## src/rtl/i2c_target_responder.sv

```systemverilog
// I2C target: oversamples SCL/SDA on CLK, decodes START/STOP, matches a 7-bit
// address, receives NUM_BYTES-byte writes into RX_DATA and serves reads from TX_DATA.
`timescale 1ns/1ps
module i2c_target_responder #(
  parameter int unsigned SYNC_STAGES = 2,
  parameter int unsigned NUM_BYTES   = 2
) (
  input  logic                   CLK,
  input  logic                   RESET,
  input  logic                   SCL,
  input  logic                   SDA_IN,
  input  logic [6:0]             I2C_ADDR,
  input  logic [8*NUM_BYTES-1:0] TX_DATA,
  output logic                   SDA_OUT,
  output logic                   SDA_OE,
  output logic [8*NUM_BYTES-1:0] RX_DATA,
  output logic                   RX_VALID,
  output logic                   BUSY
);

  localparam int unsigned DW       = 8 * NUM_BYTES;
  localparam logic [7:0]  LAST_IDX = 8'(NUM_BYTES - 1);

  typedef enum logic [2:0] {
    S_IDLE     = 3'd0,
    S_ADDR     = 3'd1,
    S_ADDR_ACK = 3'd2,
    S_WR_BYTE  = 3'd3,
    S_WR_ACK   = 3'd4,
    S_RD_BYTE  = 3'd5,
    S_RD_ACK   = 3'd6,
    S_IGNORE   = 3'd7
  } state_t;

  logic [SYNC_STAGES-1:0] r_scl_sync;
  logic [SYNC_STAGES-1:0] r_sda_sync;
  logic                   r_scl_prev;
  logic                   r_sda_prev;

  state_t                 r_state;
  logic [3:0]             r_bit_cnt;
  logic [7:0]             r_byte_idx;
  logic [7:0]             r_shift;
  logic                   r_rw;
  logic [DW-1:0]          r_rx_acc;
  logic [DW-1:0]          r_tx_sh;
  logic                   r_oe;
  logic                   r_out;
  logic [DW-1:0]          r_rx_data;
  logic                   r_rx_valid;

  logic                   w_scl;
  logic                   w_sda;
  logic                   w_scl_rise;
  logic                   w_scl_fall;
  logic                   w_start;
  logic                   w_stop;
  logic [DW-1:0]          w_rx_next;

  always_ff @(posedge CLK) begin
    if (!RESET) begin
      r_scl_sync <= '1;
      r_sda_sync <= '1;
      r_scl_prev <= 1'b1;
      r_sda_prev <= 1'b1;
    end else begin
      r_scl_sync <= {r_scl_sync[SYNC_STAGES-2:0], SCL};
      r_sda_sync <= {r_sda_sync[SYNC_STAGES-2:0], SDA_IN};
      r_scl_prev <= r_scl_sync[SYNC_STAGES-1];
      r_sda_prev <= r_sda_sync[SYNC_STAGES-1];
    end
  end

  assign w_scl      = r_scl_sync[SYNC_STAGES-1];
  assign w_sda      = r_sda_sync[SYNC_STAGES-1];
  assign w_scl_rise = w_scl & ~r_scl_prev;
  assign w_scl_fall = ~w_scl & r_scl_prev;
  assign w_start    = w_scl & r_scl_prev & r_sda_prev & ~w_sda;
  assign w_stop     = w_scl & r_scl_prev & ~r_sda_prev & w_sda;

  generate
    if (NUM_BYTES > 1) begin : g_acc_multi
      assign w_rx_next = {r_rx_acc[DW-9:0], r_shift};
    end else begin : g_acc_single
      assign w_rx_next = r_shift;
    end
  endgenerate

  always_ff @(posedge CLK) begin
    if (!RESET) begin
      r_state    <= S_IDLE;
      r_bit_cnt  <= '0;
      r_byte_idx <= '0;
      r_shift    <= '0;
      r_rw       <= 1'b0;
      r_rx_acc   <= '0;
      r_tx_sh    <= '0;
      r_oe       <= 1'b0;
      r_out      <= 1'b1;
      r_rx_data  <= '0;
      r_rx_valid <= 1'b0;
    end else begin
      r_rx_valid <= 1'b0;
      if (w_stop) begin
        r_state <= S_IDLE;
        r_oe    <= 1'b0;
        r_out   <= 1'b1;
      end else if (w_start) begin
        r_state    <= S_ADDR;
        r_bit_cnt  <= '0;
        r_byte_idx <= '0;
        r_rx_acc   <= '0;
        r_oe       <= 1'b0;
        r_out      <= 1'b1;
      end else begin
        case (r_state)
          S_ADDR: begin
            if (w_scl_rise) begin
              r_shift   <= {r_shift[6:0], w_sda};
              r_bit_cnt <= r_bit_cnt + 4'd1;
            end else if (w_scl_fall && r_bit_cnt == 4'd8) begin
              if (r_shift[7:1] == I2C_ADDR) begin
                r_state <= S_ADDR_ACK;
                r_rw    <= r_shift[0];
                r_oe    <= 1'b1;
                r_out   <= 1'b0;
              end else begin
                r_state <= S_IGNORE;
              end
            end
          end
          S_ADDR_ACK: begin
            if (w_scl_fall) begin
              r_bit_cnt  <= '0;
              r_byte_idx <= '0;
              if (!r_rw) begin
                r_state <= S_WR_BYTE;
                r_oe    <= 1'b0;
                r_out   <= 1'b1;
              end else begin
                // MSB goes straight to the pin; the register keeps the remaining bits left-aligned
                r_state <= S_RD_BYTE;
                r_tx_sh <= {TX_DATA[DW-2:0], 1'b0};
                r_out   <= TX_DATA[DW-1];
              end
            end
          end
          S_WR_BYTE: begin
            if (w_scl_rise) begin
              r_shift   <= {r_shift[6:0], w_sda};
              r_bit_cnt <= r_bit_cnt + 4'd1;
            end else if (w_scl_fall && r_bit_cnt == 4'd8) begin
              r_state  <= S_WR_ACK;
              r_rx_acc <= w_rx_next;
              r_oe     <= 1'b1;
              r_out    <= 1'b0;
            end
          end
          S_WR_ACK: begin
            if (w_scl_fall) begin
              r_oe      <= 1'b0;
              r_out     <= 1'b1;
              r_bit_cnt <= '0;
              if (r_byte_idx < LAST_IDX) begin
                r_byte_idx <= r_byte_idx + 8'd1;
                r_state    <= S_WR_BYTE;
              end else begin
                r_rx_data  <= r_rx_acc;
                r_rx_valid <= 1'b1;
                r_state    <= S_IGNORE;
              end
            end
          end
          S_RD_BYTE: begin
            if (w_scl_fall) begin
              if (r_bit_cnt == 4'd7) begin
                r_state <= S_RD_ACK;
                r_oe    <= 1'b0;
                r_out   <= 1'b1;
              end else begin
                r_out     <= r_tx_sh[DW-1];
                r_tx_sh   <= {r_tx_sh[DW-2:0], 1'b0};
                r_oe      <= 1'b1;
                r_bit_cnt <= r_bit_cnt + 4'd1;
              end
            end
          end
          S_RD_ACK: begin
            if (w_scl_rise) begin
              if (!w_sda && r_byte_idx < LAST_IDX) begin
                // count wraps to 0 on the fall that drives the next byte's MSB
                r_byte_idx <= r_byte_idx + 8'd1;
                r_bit_cnt  <= 4'hF;
                r_state    <= S_RD_BYTE;
              end else begin
                r_state <= S_IGNORE;
              end
            end
          end
          default: begin
            r_oe  <= 1'b0;
            r_out <= 1'b1;
          end
        endcase
      end
    end
  end

  // Reset gates the pin drive combinationally so the bus is freed without waiting for CLK.
  assign SDA_OE   = r_oe & RESET;
  assign SDA_OUT  = r_out | ~RESET;
  assign RX_DATA  = r_rx_data;
  assign RX_VALID = r_rx_valid;
  assign BUSY     = (r_state != S_IDLE) && (r_state != S_IGNORE);

endmodule
```

## config.mk

```make
export PLATFORM = sky130hd
export DESIGN_NAME = i2c_target_responder
export DESIGN_NICKNAME = d
export VERILOG_FILES = /design/src/rtl/i2c_target_responder.sv
export SDC_FILE = /design/constraint.sdc
export NUM_CORES = 1
export LEC_CHECK = 0
export ABC_AREA = 1
export CORE_MARGIN = 2
export CORE_UTILIZATION = 40
export CTS_BUF_LIST = sky130_fd_sc_hd__clkbuf_4 sky130_fd_sc_hd__clkbuf_8
export DETAILED_ROUTE_END_ITERATION = 12
export DONT_BUFFER_PORTS = 1
export HOLD_SLACK_MARGIN = 0.02
export PLACE_DENSITY = 0.52
export REMOVE_ABC_BUFFERS = 1
export SYNTH_ARGS = -nofsm -noshare
export SYNTH_HDL_FRONTEND = slang
export SYNTH_SLANG_ARGS = --single-unit
```

## constraint.sdc

```tcl
create_clock -name CLK -period 3.9 [get_ports CLK]
set_clock_uncertainty 0.2 [all_clocks]
set_input_delay 0.975 -clock CLK [delete_from_list [all_inputs] [get_ports CLK]]
set_output_delay 0.975 -clock CLK [all_outputs]
set_load 0.03 [all_outputs]
```

Word level (Yosys, flattened, before mapping)
Index checks and enable logic that the tools add are counted.
{ "word_totals": {"reg_bits": 81, "out_inout_bits": 20, "wordCells": 168} }
{ "op_classes": {"add_sub_neg": 2, "order_cmp": 1, "eq_ne": 38, "n_mux": 62, "n_bitwise": 21, "n_reduce_logical": 28} }
{ "ops": {"columns": ["operator", "count"], "rows": [
  ["2-to-1 mux 16 bit", 8],
  ["2-to-1 mux 8 bit", 6],
  ["!= test 3 bit, second input constant", 13],
  ["2-to-1 mux 3 bit", 12],
  ["case mux 16 bit (2 select lines)", 1],
  ["AND reduction 10 bit", 3],
  ["2-to-1 mux 4 bit", 7],
  ["!= test 2 bit, second input constant", 13],
  ["case mux 8 bit (3 select lines)", 1],
  ["2-to-1 mux 1 bit", 22],
  ["case mux 3 bit (6 select lines)", 1],
  ["case mux 4 bit (4 select lines)", 1],
  ["AND reduction 7 bit", 2],
  ["inverter 1 bit", 12],
  ["case mux 1 bit (6 select lines)", 2],
  ["== test 3 bit, second input constant", 3],
  ["AND reduction 9 bit", 1],
  ["adder 8 x 1 -> 8 bit, second input constant", 1],
  ["AND 1 bit", 8],
  ["< comparator 8 x 1 -> 1 bit, second input constant", 1],
  ["AND reduction 4 bit", 2],
  ["AND reduction 8 bit", 1],
  ["== test 7 bit", 1],
  ["nonzero test 7 bit", 1],
  ["other kinds (21)", 29]
]} }

Longest topological paths before layout
Gate-level depths: netlist (run 1).
{ "depth": {"ltp_word": 7, "depth_mapped": 12} }

Worst setup path after synthesis (run 1)
OpenSTA, ideal clock, no wires.
{ "synth_path": {"path_kind": "input to output", "startpoint": "in RESET", "endpoint": "out SDA_OE", "arrival_ns": 1.629, "required_time_ns": 2.725, "setup_slack_ns": 1.096, "cell_stages": 4, "cell_sequence": "clkbuf_1 buf_2 nand2_1 inv_1"} }
{ "synth_via": {"elab_chain_len": 1} }
{ "synth_rtl": {"columns": ["item", "line_no", "rtl"], "rows": [
  ["from (decl)", "9", "input logic RESET,"],
  ["AND 1 bit", "210", "assign SDA_OE = r_oe & RESET;"],
  ["to (decl)", "15", "output logic SDA_OE,"]
]} }
Every way passes these cells.

Final worst setup path (run 1)
{ "layout_path": {"startpoint": "reg r_state[2]", "endpoint": "out BUSY"} }
{ "layout_via": {"elab_chain_len": 2, "elab_cells_between_ends": 3} }
{ "layout_rtl": {"columns": ["item", "line_no", "rtl"], "rows": [
  ["from (decl)", "40", "state_t r_state;"],
  ["from (signal assigned)", "91", "r_state <= S_IDLE;"],
  ["from (signal assigned)", "105", "r_state <= S_IDLE;"],
  ["from (signal assigned)", "109", "r_state <= S_ADDR;"],
  ["!= test 3 bit / nonzero test 3 bit (equally long branches)", "214", "assign BUSY = (r_state != S_IDLE) && (r_state != S_IGNORE);"],
  ["logical AND 1 bit *", "214", null],
  ["to (decl)", "18", "output logic BUSY"]
]} }
Every way passes the cells marked *; elsewhere a longest branch is shown, timed or not.

==> qor.yml, run 1 <==
start_kind: "flop"
drive_gt1_frac: 0.121
cts_tree: "yes"
hold_path.class: "reg2reg"
synth-seq-area-share: 0.413
final_area_um2: 4120
cts_setup_buffers: 0
area_delta_synth_final_pct: 6.26
placed_area_um2: 3880
hpwl_mm: 6.00
grt_pass1_vias: 2932
synth_cells: 542
swShare: 0.399
drv_slew: 0
routedWlPerCell_um: 13.2
cts.reportedPaths.clkPinSlew_ps: 90
antenna_found_initial: 0
grt_max_degree: 50
syn_avg_cell_area_um2: 7.15
die_x_um: 102
die_y_um: 102
core_um2: 9330
drcViolationCount: 0
wl_mm: 8.81
path_class: "reg2out"
period_share: 0.714
synth_cell_types: 36
fp-row-count: 35
finalNetCount: 562
cts_resized: 0
clkSinkCount: 80
rsz0062_at_grt: "no"
rr_worst_depth: 8
yosysWarnings: 0
fin_setup_tns_ps: 0
finalCriticalPeriod_ps: 2790
grt_pass1_wl_mm: 14.3
place_ws_ps: 1360
hold_violations: 0
pin_count: 47
power.density_nw_per_um2: 644
num_vias: 3300
firstDrtPassIters: 5
antenna_cells: 0
max_slew.worst_pin.slew_ps: 601
cp_max_fo: 11
p_switching_mw: 1.06
slew_headroom: 0.598
clkPwrFrac: 0.273
critPathArrivalTime_ps: 1610
n_fill_cell: 961
routed_via_density: 4.96
whs_ps: 217
cts_buffers: 9
worst_slack_ps: 1110
cp-end-kind: "output pin"
ant_nets: 0
holdPathStages: 1
grt.overflow.total: 0
p_int_mw: 1.59
outcome: "finished, final reports clean"
cts_max_level: 3
synth_area_um2: 3880
drtIter0Drc: 167
vdd_ir_drop_max_mv: 0.246
insertion_delay_ps: 360
clockRootBuffer: "clkbuf_8"
grt_usage: 0.177
synth_seq_cells: 80
maxCapViolCount: 0
crit_required_ps: 2720
seq_power_share: 0.377
die_area_um2: 10500
setup_violations: 0
start_util: 0.416
comb_power_share: 0.350
clockBufferDepth: 2
leakage_nw: 1.74
cts_hold_buf: 0
place.gp.congestion: 0.920
port_buffers: 0
fmax_ghz: 0.359
area by class of cell:
class	count	area, um^2	area share
Multi-Input combinational cell	389	1920	0.466
Sequential cell	80	1600	0.389
Inverter	50	195	0.0474
Tap cell	129	161	0.0392
Clock buffer	10	138	0.0334
Clock inverter	6	97.6	0.0237
Timing Repair Buffer	1	7.51	0.00182
flip-flops by register name, indices dropped and copies added, names as in the netlist:
register    flops
RX_DATA        16
RX_VALID        1
r_bit_cnt       4
r_byte_idx      8
r_oe            1
r_out           1
r_rw            1
r_rx_acc       16
r_scl_prev      1
r_scl_sync      2
r_sda_prev      1
r_sda_sync      2
r_shift         8
r_state         3
r_tx_sh        15
stage by stage:
step                      instances  power [mW]   util
after floorplan                 519        1.74      -
after global placement          649        1.93  0.416
after detailed placement        649        1.94  0.416
after CTS                       665        2.67  0.442
after global routing            665        2.85  0.442
final                           665        2.65  0.442
worst paths after layout:
path / start / slack, ps / end
worst min register to register: r_scl_sync[0] / 220 / r_scl_sync[1]
worst max register to register: r_state[2] / 1450 / r_tx_sh[1]
worst max-delay path: r_state[2] / 1110 / BUSY
worst min-delay path: r_scl_sync[0] / 220 / r_scl_sync[1]
Yosys cell counts:
master	instances	area, um^2
inv_4	1	6.26
inv_6	1	8.76
nand3_1	43	215
or2_2	5	31.3
a22oi_1	16	120
clkinv_1	1	3.75
a21oi_2	1	8.76
nor2_4	5	56.3
inv_2	8	30.0
o21ai_0	25	125
nor3_2	6	60.1
o21bai_1	1	7.51
dfxtp_1	80	1600
nor2_1	81	304
clkbuf_1	8	30.0
buf_4	2	15.0
buf_1	1	3.75
a31oi_1	1	6.26
o211ai_1	1	7.51
nand3_2	5	50.1
xor2_1	1	8.76
nor2_2	9	56.3
o21ai_1	8	40.0
ha_1	4	50.1
nand2_1	125	469
buf_12	1	20.0
a21oi_1	34	170
buf_6	6	67.6
inv_1	39	146
nor3b_1	1	7.51
nand4_1	4	25.0
nand2_2	5	31.3
xnor2_1	4	35.0
nand2_4	2	22.5
nor3_1	2	10.0
buf_2	5	25.0
metal layers:
metal / share of wire / GRT usage / up-vias
met3: 0.045 / 0.0397 / 10
met5: 0 / 0 / -
met4: 0.014 / 0.0687 / 0
met2: 0.45 / 0.267 / 76
met1: 0.49 / 0.245 / 1490
li1: - / - / 1724
cell usage in the layout, fill, tap and decap left out, drive strengths merged, types with 4 or more instances in the layout:
master / Yosys / routed
xnor2: 4 / 4
dfxtp: 80 / 80
a22oi: 16 / 16
ha: 4 / 4
nand2: 132 / 132
o21ai: 33 / 33
or2: 5 / 5
a21oi: 35 / 35
nand3: 48 / 48
nand4: 4 / 4
nor2: 95 / 95
nor3: 8 / 8
inv: 49 / 52
clkbuf: 8 / 10
cell families after synthesis:
logic type,synth area share
simple gates,0.345
compound gates,0.125
flops,0.413
buf+inv,0.0920
xor+xnor,0.0113
fa+ha+maj,0.0129
critical path: stages (launching register included):
cell and delay, ps:
dfxtp_1 590, inv_1 150, nand2_1 170, nand3_1 340
power by group through the flow:
stage | Combinational (mW) | Clock [mW] | Sequential [mW]
after floorplan | 0.746 | 0 | 0.996
after global placement | 0.911 | 0 | 1.02
after detailed placement | 0.918 | 0 | 1.02
after CTS | 0.923 | 0.748 | 0.999
after global routing | 1.06 | 0.780 | 1.01
final | 0.928 | 0.723 | 1.00
No activity file was read; power rests on OpenSTA's default activity.
==> run 2: changes to the inputs <==
--- a/config.mk
+++ b/config.mk
@@ -12,7 +12,7 @@
 export DETAILED_ROUTE_END_ITERATION = 12
 export DONT_BUFFER_PORTS = 1
 export HOLD_SLACK_MARGIN = 0.02
-export PLACE_DENSITY = 0.52
+export PLACE_DENSITY = 0.54
 export REMOVE_ABC_BUFFERS = 1
 export SYNTH_ARGS = -nofsm -noshare
 export SYNTH_HDL_FRONTEND = slang
==> constraint.sdc (replaced) <==
create_clock -name CLK -period 2.3 [get_ports CLK]
set_clock_uncertainty 0.2 [all_clocks]
set_input_delay 0.575 -clock CLK [delete_from_list [all_inputs] [get_ports CLK]]
set_output_delay 0.575 -clock CLK [all_outputs]
set_load 0.03 [all_outputs]
==> run 2 against run 1 <==
Against the previous run: clock power is 62% higher; cell area is 0.73% higher; largest power group unchanged; worst hold slack worse by 110 ps; critical path depth stayed put; non-clock buffer count is 5 higher; sequential share of layout area is 0.25 points lower; setup slack worse by 980 ps; count of clock-buffer cells in the layout stayed put; highest routed layer unchanged.
==> qor.yml, run 2 (synthesized netlist as in run 1, its figures left out) <==
outcome: "finished, final reports clean"  # unchanged
hpwl_mm: 6.37  # was 6.00 mm
wl_mm: 9.17  # was 8.81 mm
drcViolationCount: 0  # unchanged
crit_required_ps: 1520  # was 2720 ps
grt_usage: 0.185  # was 0.177
drv_slew: 0  # unchanged
drive_gt1_frac: 0.133  # was 0.121
rr_worst_depth: 10  # was 8
start_kind: "flop"  # unchanged
hold_path.class: "in2reg"  # was reg2reg
fp-row-count: 35  # unchanged
worst_slack_ps: 134  # was 1110 ps
grt_pass1_wl_mm: 15.2  # was 14.3 mm
area_delta_synth_final_pct: 7.04  # was 6.26%
clkSinkCount: 80  # unchanged
setup_violations: 0  # unchanged
cts_setup_buffers: 0  # unchanged
finalNetCount: 567  # was 562
cp-startpoint: "r_state[0]"  # was r_state[2]
cts.reportedPaths.clkPinSlew_ps: 90  # about the same
grt.overflow.total: 0  # unchanged
r2r_end: "r_bit_cnt[0]"  # was r_tx_sh[1]
vdd_ir_drop_max_mv: 0.395  # was 0.246 mV
routedWlPerCell_um: 13.7  # was 13.2 um
grt_pass1_vias: 3097  # was 2932
rsz0062_at_grt: "no"  # unchanged
place_ws_ps: 252  # was 1360 ps
fmax_ghz: 0.462
path_class: "reg2out"  # unchanged
cp-endpoint: "BUSY"  # unchanged
insertion_delay_ps: 350  # was 360 ps
finalCriticalPeriod_ps: 2170
drtIter0Drc: 149  # was 167
slowest_delay_ps: 510  # was 590 ps
antenna_found_initial: 0  # unchanged
die_y_um: 102  # unchanged
cts_buffers: 9  # unchanged
die_x_um: 102  # unchanged
clockBufferDepth: 2  # unchanged
num_vias: 3306  # was 3300
period_share: 0.942
fin_util: 0.445  # was 0.442
r2r_slack_ps: 290  # was 1450 ps
clockRootBuffer: "clkbuf_8"  # unchanged
path_delay_family: "flip-flops"  # unchanged
fin_setup_tns_ps: 0  # unchanged
routed_via_density: 4.93  # was 4.96
antenna_cells: 0  # unchanged
start_util: 0.416  # unchanged
die_area_um2: 10500  # unchanged
cp_max_fo: 8  # was 11
path_buf_inv: 1  # unchanged
ant_nets: 0  # unchanged
cts_tree: "yes"  # unchanged
grt_max_degree: 50  # unchanged
cts_max_level: 3  # unchanged
pin_count: 47  # unchanged
port_buffers: 0  # unchanged
hold_violations: 0  # unchanged
maxCapViolCount: 0  # unchanged
critPathArrivalTime_ps: 1390  # was 1610 ps
place.gp.congestion: 0.930  # was 0.920
final_common_cell: "nand2_1"  # unchanged
firstDrtPassIters: 5  # unchanged
layout_common_cells: "nand2_1, nor2_1, dfxtp_1"  # unchanged
r2r-start: "r_state[1]"  # was r_state[2]
n_fill_cell: 987  # was 961
crit_cells: 3  # unchanged
core_um2: 9330  # unchanged
max_slew.worst_pin.slew_ps: 590  # was 601 ps
path_cells: "inv_2, nand2_1, nand3_2"  # was inv_1, nand2_1, nand3_1
crit_path_top_delay_cell: "dfxtp_1"  # unchanged
finalPower_mw: 4.46  # was 2.65 mW
slew_headroom: 0.605  # was 0.598
leakage_nw: 1.76  # was 1.74 nW
cp-end-kind: "output pin"  # unchanged
power.density_nw_per_um2: 1070  # was 644 nW/um^2
[run 2: cell count changes in the layout (fill, tap and decap cells not counted), sizes merged]
cell and change:
inv -1, clkinvlp +1, buf +5
[run 2: what timing repair did]
item	4_1_cts	5_1_grt
resized for setup	1	1
endpoints found under the setup margin	1	1
hold buffers	0	0
[run 2: layout make-up]
cell class | count | area [um^2] | area share
inverters | 50 | 195 | 0.0470
flip-flops and latches | 80 | 1600 | 0.386
multi-input cells | 389 | 1920 | 0.464
well taps | 129 | 161 | 0.0389
clock inverters | 6 | 90.1 | 0.0217
clock buffers | 10 | 131 | 0.0317
repair buffers | 6 | 45.0 | 0.0109
[run 2: how the worst min path moves through the flow]
stage | startpoint | endpoint | slack [ps] | cells past startpoint
2_1_floorplan | r_scl_sync[0] | r_scl_sync[1] | 190 | 1
3_3_place_gp | r_sda_sync[0] | r_sda_sync[1] | 200 | 1
3_5_place_dp | r_scl_sync[0] | r_scl_sync[1] | 200 | 1
4_1_cts | RESET | r_sda_prev | 80 | 1
5_1_grt | RESET | r_sda_prev | 80 | 1
6_report | RESET | r_scl_prev | 110 | 1
[run 2: through the flow]
stage,cells,hold slack (ps),cell area [um^2]
finish,670,106,4150
global route,670,79.5,4150
CTS,670,77.0,4140
detailed placement,654,200,3920
global placement,654,199,3920
floorplan,519,193,3710
[run 2: worst reg2reg max path: cells and delay by family (launching register included)]
kind / cells / cell delay [ps]
AND/OR/NAND/NOR: 7 / 740
buffers and inverters: 3 / 520
flip-flops: 1 / 450
[run 2: power breakdown]
part	internal (mW)	switching, mW	total, mW
registers	1.55	0.148	1.69
logic	0.510	1.09	1.60
clock network	0.630	0.539	1.17
[run 2: metal layers]
metal,GRT usage,part of all wire,routed length [um]
met2,0.277,0.44,4050
met4,0.0759,0.018,161
met5,0,0,0
met1,0.259,0.49,4530
met3,0.0410,0.047,431
